## src/rtl/mips_pkg.sv

```systemverilog
// Shared MIPS decode constants: opcodes, functs, NOP encoding and instruction field positions.
package mips_pkg;
  localparam logic [5:0] OP_RTYPE = 6'b000000;
  localparam logic [5:0] OP_J     = 6'b000010;
  localparam logic [5:0] OP_JAL   = 6'b000011;
  localparam logic [5:0] OP_BEQ   = 6'b000100;
  localparam logic [5:0] OP_BNE   = 6'b000101;
  localparam logic [5:0] FN_JR    = 6'b001000;
  localparam logic [5:0] FN_JALR  = 6'b001001;

  localparam logic [31:0] NOP = 32'h0000_0000;

  localparam int OP_HI  = 31;
  localparam int OP_LO  = 26;
  localparam int RS_HI  = 25;
  localparam int RS_LO  = 21;
  localparam int RT_HI  = 20;
  localparam int RT_LO  = 16;
  localparam int RD_HI  = 15;
  localparam int RD_LO  = 11;
  localparam int SH_HI  = 10;
  localparam int SH_LO  = 6;
  localparam int FN_HI  = 5;
  localparam int FN_LO  = 0;
  localparam int IMM_HI = 15;
  localparam int IMM_LO = 0;
  localparam int IDX_HI = 25;
endpackage

```

## src/rtl/register_file.sv

```systemverilog
// 32-entry register file: one synchronous write port, two combinational read ports.
// A read of the register being written this cycle returns the incoming data.
module register_file #(
  parameter int NB_DATA = 32,
  parameter int NB_REG  = 5
) (
  input  logic               i_clock,
  input  logic               i_reset,
  input  logic               wr_en,
  input  logic               byp_en,
  input  logic [NB_REG-1:0]  wr_addr,
  input  logic [NB_DATA-1:0] wr_data,
  input  logic [NB_REG-1:0]  rd_addr_a,
  input  logic [NB_REG-1:0]  rd_addr_b,
  output logic [NB_DATA-1:0] rd_data_a,
  output logic [NB_DATA-1:0] rd_data_b
);
  localparam int NREGS = 2 ** NB_REG;

  logic [NREGS-1:0][NB_DATA-1:0] regs;

  always_ff @(posedge i_clock) begin
    if (i_reset)
      regs <= '0;
    else if (wr_en && wr_addr != '0)
      regs[wr_addr] <= wr_data;
  end

  // r0 is hardwired to zero, so it is never bypassed either
  always_comb begin
    rd_data_a = '0;
    rd_data_b = '0;
    if (rd_addr_a != '0)
      rd_data_a = (byp_en && wr_addr == rd_addr_a) ? wr_data : regs[rd_addr_a];
    if (rd_addr_b != '0)
      rd_data_b = (byp_en && wr_addr == rd_addr_b) ? wr_data : regs[rd_addr_b];
  end
endmodule

```

## src/rtl/id_stage.sv

```systemverilog
// MIPS decode stage: IF/ID register, register file, branch/jump resolution,
// load-use and branch-operand hazard detection, and the ID/EX register.
module id_stage
  import mips_pkg::*;
#(
  parameter int NB_PC          = 32,
  parameter int NB_INSTRUCTION = 32,
  parameter int NB_DATA        = 32,
  parameter int NB_REG         = 5
) (
  input  logic                      i_clock,
  input  logic                      i_reset,
  input  logic                      i_ID_enable,
  input  logic [NB_INSTRUCTION-1:0] i_ID_instruction,
  input  logic [NB_PC-1:0]          i_ID_pc_plus4,
  input  logic                      i_ID_wb_enable,
  input  logic [NB_REG-1:0]         i_ID_wb_addr,
  input  logic [NB_DATA-1:0]        i_ID_wb_data,
  input  logic                      i_ID_ex_mem_read,
  input  logic                      i_ID_ex_reg_write,
  input  logic [NB_REG-1:0]         i_ID_ex_write_reg,
  output logic                      o_ID_pc_enable,
  output logic                      o_ID_branch,
  output logic                      o_ID_j_jal,
  output logic                      o_ID_jr_jalr,
  output logic [NB_PC-1:0]          o_ID_branch_addr,
  output logic [NB_PC-1:0]          o_ID_jump_address,
  output logic [NB_PC-1:0]          o_ID_r31_data,
  output logic [NB_DATA-1:0]        o_ID_rs_data,
  output logic [NB_DATA-1:0]        o_ID_rt_data,
  output logic [NB_DATA-1:0]        o_ID_imm_ext,
  output logic [NB_REG-1:0]         o_ID_rs,
  output logic [NB_REG-1:0]         o_ID_rt,
  output logic [NB_REG-1:0]         o_ID_rd,
  output logic [4:0]                o_ID_shamt,
  output logic [5:0]                o_ID_opcode,
  output logic [5:0]                o_ID_funct,
  output logic [NB_PC-1:0]          o_ID_pc_plus4
);
  logic [NB_INSTRUCTION-1:0] if_instr;
  logic [NB_PC-1:0]          if_pc4;
  logic [5:0]                opcode, funct;
  logic [NB_REG-1:0]         rs, rt, rd;
  logic [4:0]                shamt;
  logic [15:0]               imm;
  logic [NB_DATA-1:0]        rs_data, rt_data, imm_ext;
  logic is_branch, is_jump, is_jreg;
  logic ex_dst_live, load_use, branch_dep, stall, go, redirect;

  assign opcode = if_instr[OP_HI:OP_LO];
  assign rs     = if_instr[RS_HI:RS_LO];
  assign rt     = if_instr[RT_HI:RT_LO];
  assign rd     = if_instr[RD_HI:RD_LO];
  assign shamt  = if_instr[SH_HI:SH_LO];
  assign funct  = if_instr[FN_HI:FN_LO];
  assign imm    = if_instr[IMM_HI:IMM_LO];

  register_file #(.NB_DATA(NB_DATA), .NB_REG(NB_REG)) u_regfile (
    .i_clock   (i_clock),
    .i_reset   (i_reset),
    .wr_en     (i_ID_wb_enable & i_ID_enable),
    .byp_en    (i_ID_wb_enable),
    .wr_addr   (i_ID_wb_addr),
    .wr_data   (i_ID_wb_data),
    .rd_addr_a (rs),
    .rd_addr_b (rt),
    .rd_data_a (rs_data),
    .rd_data_b (rt_data)
  );

  assign is_branch = (opcode == OP_BEQ) || (opcode == OP_BNE);
  assign is_jump   = (opcode == OP_J) || (opcode == OP_JAL);
  assign is_jreg   = (opcode == OP_RTYPE) && ((funct == FN_JR) || (funct == FN_JALR));

  // Branches compare in ID, so any in-flight EX result they read must wait
  assign ex_dst_live = (i_ID_ex_write_reg != '0);
  assign load_use    = i_ID_ex_mem_read & ex_dst_live &
                       ((i_ID_ex_write_reg == rs) | (i_ID_ex_write_reg == rt));
  assign branch_dep  = i_ID_ex_reg_write & ex_dst_live &
                       ((is_branch & ((i_ID_ex_write_reg == rs) | (i_ID_ex_write_reg == rt))) |
                        (is_jreg & (i_ID_ex_write_reg == rs)));
  assign stall = load_use | branch_dep;
  assign go    = i_ID_enable & ~stall;

  assign o_ID_pc_enable = go;
  assign o_ID_branch    = go & (((opcode == OP_BEQ) & (rs_data == rt_data)) |
                                ((opcode == OP_BNE) & (rs_data != rt_data)));
  assign o_ID_j_jal     = go & is_jump;
  assign o_ID_jr_jalr   = go & is_jreg;
  assign redirect       = o_ID_branch | o_ID_j_jal | o_ID_jr_jalr;

  assign imm_ext           = NB_DATA'($signed(imm));
  assign o_ID_branch_addr  = if_pc4 + {imm_ext[NB_PC-3:0], 2'b00};
  assign o_ID_jump_address = {if_pc4[NB_PC-1:NB_PC-4], if_instr[IDX_HI:0], 2'b00};
  assign o_ID_r31_data     = NB_PC'(rs_data);

  // Taken redirect squashes the instruction fetched behind it (no delay slot)
  always_ff @(posedge i_clock) begin
    if (i_reset) begin
      if_instr <= NOP;
      if_pc4   <= '0;
    end else if (go) begin
      if (redirect) begin
        if_instr <= NOP;
        if_pc4   <= '0;
      end else begin
        if_instr <= i_ID_instruction;
        if_pc4   <= i_ID_pc_plus4;
      end
    end
  end

  always_ff @(posedge i_clock) begin
    if (i_reset || (i_ID_enable && stall)) begin
      o_ID_rs_data  <= '0;
      o_ID_rt_data  <= '0;
      o_ID_imm_ext  <= '0;
      o_ID_rs       <= '0;
      o_ID_rt       <= '0;
      o_ID_rd       <= '0;
      o_ID_shamt    <= '0;
      o_ID_opcode   <= '0;
      o_ID_funct    <= '0;
      o_ID_pc_plus4 <= '0;
    end else if (i_ID_enable) begin
      o_ID_rs_data  <= rs_data;
      o_ID_rt_data  <= rt_data;
      o_ID_imm_ext  <= imm_ext;
      o_ID_rs       <= rs;
      o_ID_rt       <= rt;
      o_ID_rd       <= rd;
      o_ID_shamt    <= shamt;
      o_ID_opcode   <= opcode;
      o_ID_funct    <= funct;
      o_ID_pc_plus4 <= if_pc4;
    end
  end
endmodule

```

## config.mk

```make
export PLATFORM = sky130hd
export DESIGN_NAME = id_stage
export DESIGN_NICKNAME = d
export VERILOG_FILES = /design/src/rtl/mips_pkg.sv /design/src/rtl/register_file.sv /design/src/rtl/id_stage.sv
export SDC_FILE = /design/constraint.sdc
export NUM_CORES = 2
export LEC_CHECK = 0
export CORE_ASPECT_RATIO = 1.25
export CORE_MARGIN = 4
export CORE_UTILIZATION = 61
export DETAILED_ROUTE_END_ITERATION = 8
export GPL_TIMING_DRIVEN = 1
export PLACE_DENSITY_LB_ADDON = 0.2
export SLEW_MARGIN = 20
export SYNTH_ARGS = -nofsm -noshare
export SYNTH_HDL_FRONTEND = slang
export SYNTH_SLANG_ARGS = --single-unit
```

## constraint.sdc

```tcl
create_clock -name i_clock -period 12.7 [get_ports i_clock]
set_input_delay 2.54 -clock i_clock [delete_from_list [all_inputs] [get_ports i_clock]]
set_output_delay 2.54 -clock i_clock [all_outputs]
set_load 0.02 [all_outputs]
```

==> flow_summary.toml <==
[synth]
syn_inst = 6824
synth_area_mm2 = 0.06156
synth_ff_type = "dfxtp_1"
ys_ff_latch = 1216
synth_edf_count = 0
ys_seq_area_share_pct = 39.54
synth_most_common_cell = "nand2_1"
synth_top_area_share_pct = 39.54
yosys_warnings = 0
synth_largest_area_cell = "dfxtp_1"
syn_avg_cell_area_um2 = 9.021
synth_area_leaders = "dfxtp_1 40%, mux4_2 19%, nand2_1 13%, a21oi_1 8.6%, mux2i_1 4.3%"
synth_common_cells = "2,076 x nand2_1, 1,216 x dfxtp_1, 1,052 x a21oi_1"
ys_async_sr_fraction_pct = 0
yosysUniqueCellTypes = 81

[power_and_ir_drop]
peakVddDrop_uv = 123.4
power_leakage_uw = 0.02287
powerDensity_mw_per_mm2 = 138.9

[setup_path]
worst-setup-path-type = "in -> out"
path_cells = "clkdlybuf4s50_1, xnor2_1, nand4_1, o21ai_2, o32ai_1, a21oi_1, xor2_1, nand4_1, nor3_1, nand3_1, xnor2_1, nor3_1, clkdlybuf4s50_1"
cp_top_family = "simple AND/OR/NAND/NOR gates"
crit_buf_inv = 2
crit_path_end_kind = "output pin"
rrSetupSlack_ns = 6.64
worst_setup_path_start_kind = "primary input"
crit_arrival_ns = 8.26
crit_fanout = 16
reg2reg_to = "if_pc4[21]"
cp_slowest_stage_delay_ns = 0.95
rr_worst_depth = 12
r2r-start = "if_instr[23]"
critPathSlowestCell = "clkdlybuf4s50_1"
cp.required_ns = 10.16

[detailed_routing]
drc = 2
drtPass1Iterations = 9
wire_per_inst_um = 31.23
routed_wl_um = 255100
drtIter0Drc = 9972
vias = 57050
antenna_left = 0
viasPerCell = 6.985

[min_path]
min_to = "u_regfile.regs[596]"
holdCritPathClass = "reg -> reg"
min_from = "u_regfile.regs[596]"
whs_path_depth = 2

[cts]
root_buffer = "clkbuf_16"
clockBufferDepth = 3
clkSlewWorstSetupHoldPaths_ns = 0.07
post_cts_buffers = 0
clk_latency_ns = 0.79
cts_tree = "yes"
htree_levels = 3
cts.sinks = 1216
ctsHoldBuffers = 0
cts.repair.resized = 0
cts_buffers = 117

[timing]
setup-violations-final = 0
hold_viol = 0
fin_crit_ns = 10.80
fin_crit_sh_pct = 85.05
fin_worst_skew_ns = 0.02261
timing.fmax_mhz = 92.58
maxSlewViolCount = 0
rsz0062_at_grt = "false"
hold_slack_ns = 0.4657
finalSetupTns_ns = 0
max-slew-margin-rel_pct = 15.37
tightestPinTransition_ns = 1.267

[floorplan]
initial_core_util_pct = 61.34
die_w_um = 292.1
die-area_mm2 = 0.1061
ios = 372
rows = 130
dieHeight_um = 363.2
core_area_mm2 = 0.1004

[global_routing]
grt_pass1_vias = 53960
grt_max_degree = 120
antenna_found_initial = 33
grt_overflow_total = 0
grt_first_pass_wirelength_um = 363500
track_usage_pct = 46.50

[placed_design]
io_buffers = 369
hpwl_um = 152400
gp_congestion = 1.017
place_inst = 7928

[run_status]
violations = "DRC"
status = "finished with violations"

[flow_run]
cap_viol_max_count = 0

[final_layout]
fin_nets = 6869
syn2layout_area_growth_pct = 12.18
fill_cells = 7724
drive_gt1_share_pct = 14.53
stdcell_count = 8167
-- cells in the final DEF (no fill, tap or decap), types with 10 or more instances in the layout --
cell / netlist / final
nand2_1: 2076 / 2053
mux4_2: 521 / 521
ha_1: 29 / 29
bufinv_16: 0 / 10
nor2_4: 0 / 23
a21oi_1: 1052 / 1052
clkbuf_1: 525 / 17
a21o_1: 15 / 14
buf_4: 91 / 145
dfxtp_1: 1216 / 1207
clkdlybuf4s50_1: 0 / 366
nand3_1: 15 / 14
xor2_1: 27 / 27
inv_1: 23 / 23
and2_1: 15 / 12
o22ai_1: 32 / 32
clkbuf_8: 0 / 33
xnor2_1: 48 / 48
o21ai_0: 61 / 59
mux2i_1: 263 / 263
mux2_2: 11 / 11
a211oi_1: 33 / 33
or2_2: 12 / 12
nand4_1: 16 / 16
nor3_1: 49 / 46
diode_2: 0 / 21
a221oi_1: 29 / 29
nor2_1: 229 / 206
nand2_2: 0 / 23
a22o_1: 68 / 68
clkinv_2: 1 / 29
nor2b_1: 51 / 50
clkbuf_16: 0 / 119
a22oi_1: 40 / 40
-- report_power, final --
group,switching (µW),leakage (µW),internal [µW]
clock network,1610,0.00202,2110
logic,1180,0.0110,676
registers,123,0.00983,3880
total,2920,0.0229,6670
-- flip-flops by register name, indices dropped and copies added (netlist names) --
register        count
o_ID_rs             5
if_instr           32
o_ID_rs_data       32
o_ID_rt_data       32
o_ID_imm_ext       16
o_ID_pc_plus4      32
o_ID_opcode         6
u_regfile.regs   1024
o_ID_rt             5
if_pc4             32
-- metrics by stage --
stage	setup WS (ns)	area, µm²	util (%)	total power, µW
CTS	2.159	69000	68.76	9492
finish	1.899	69060	68.81	9592
detailed placement	2.154	64930	64.70	5877
global route	1.914	69010	68.77	9772
floorplan	4.305	61560	-	5220
global placement	2.233	64930	64.70	5864
-- area by class of cell --
class	count	area (µm²)	area share, %
well taps	1320	1652	2.392
clock buffers	168	3482	5.042
flip-flops and latches	1216	24370	35.30
diodes	21	52.55	0.07610
multi-input cells	4842	33870	49.05
clock inverters	50	588.1	0.8516
inverters	29	112.6	0.1631
repair buffers	521	4926	7.133
-- worst min-delay path, cell delays in order, from the launching register on --
cell and delay, ns:
dfxtp_1 0.32, nand2_1 0.05, a21oi_1 0.05
-- kinds of logic (layout without fill, tap and decap cells) --
group / Yosys count / in the layout / share of synthesized area, %
simple gates: 2522 / 2522 / 16.22
compound gates: 1417 / 1417 / 13.02
flops: 1216 / 1216 / 39.54
mux: 796 / 796 / 23.58
buf+inv: 767 / 768 / 5.943
xor+xnor: 75 / 75 / 1.067
fa+ha+maj: 30 / 30 / 0.6220
other cells: 1 / 23 / 0.006092
-- worst max-delay path by stage --
stage	to	from	cells after the start	slack, ns
global placement	o_ID_branch	i_ID_wb_addr[4]	13	2.23
CTS	o_ID_branch	i_ID_wb_addr[4]	12	2.16
detailed placement	o_ID_branch	i_ID_wb_addr[4]	12	2.15
floorplan	o_ID_branch	i_ID_wb_addr[0]	13	4.30
global route	o_ID_branch	i_ID_wb_addr[2]	12	1.91
finish	o_ID_branch	i_ID_wb_addr[4]	13	1.90
-- per-layer routing --
layer / part of all wire [%] / GRT usage (%) / vias to the layer above
li1: - / - / 23610
met1: 32 / 53.97 / 26960
met2: 42 / 67.21 / 4968
met3: 16 / 18.67 / 1493
met4: 10 / 39.08 / 24
met5: 0.097 / 0.6323 / -
(Power assumes the default switching activity.)
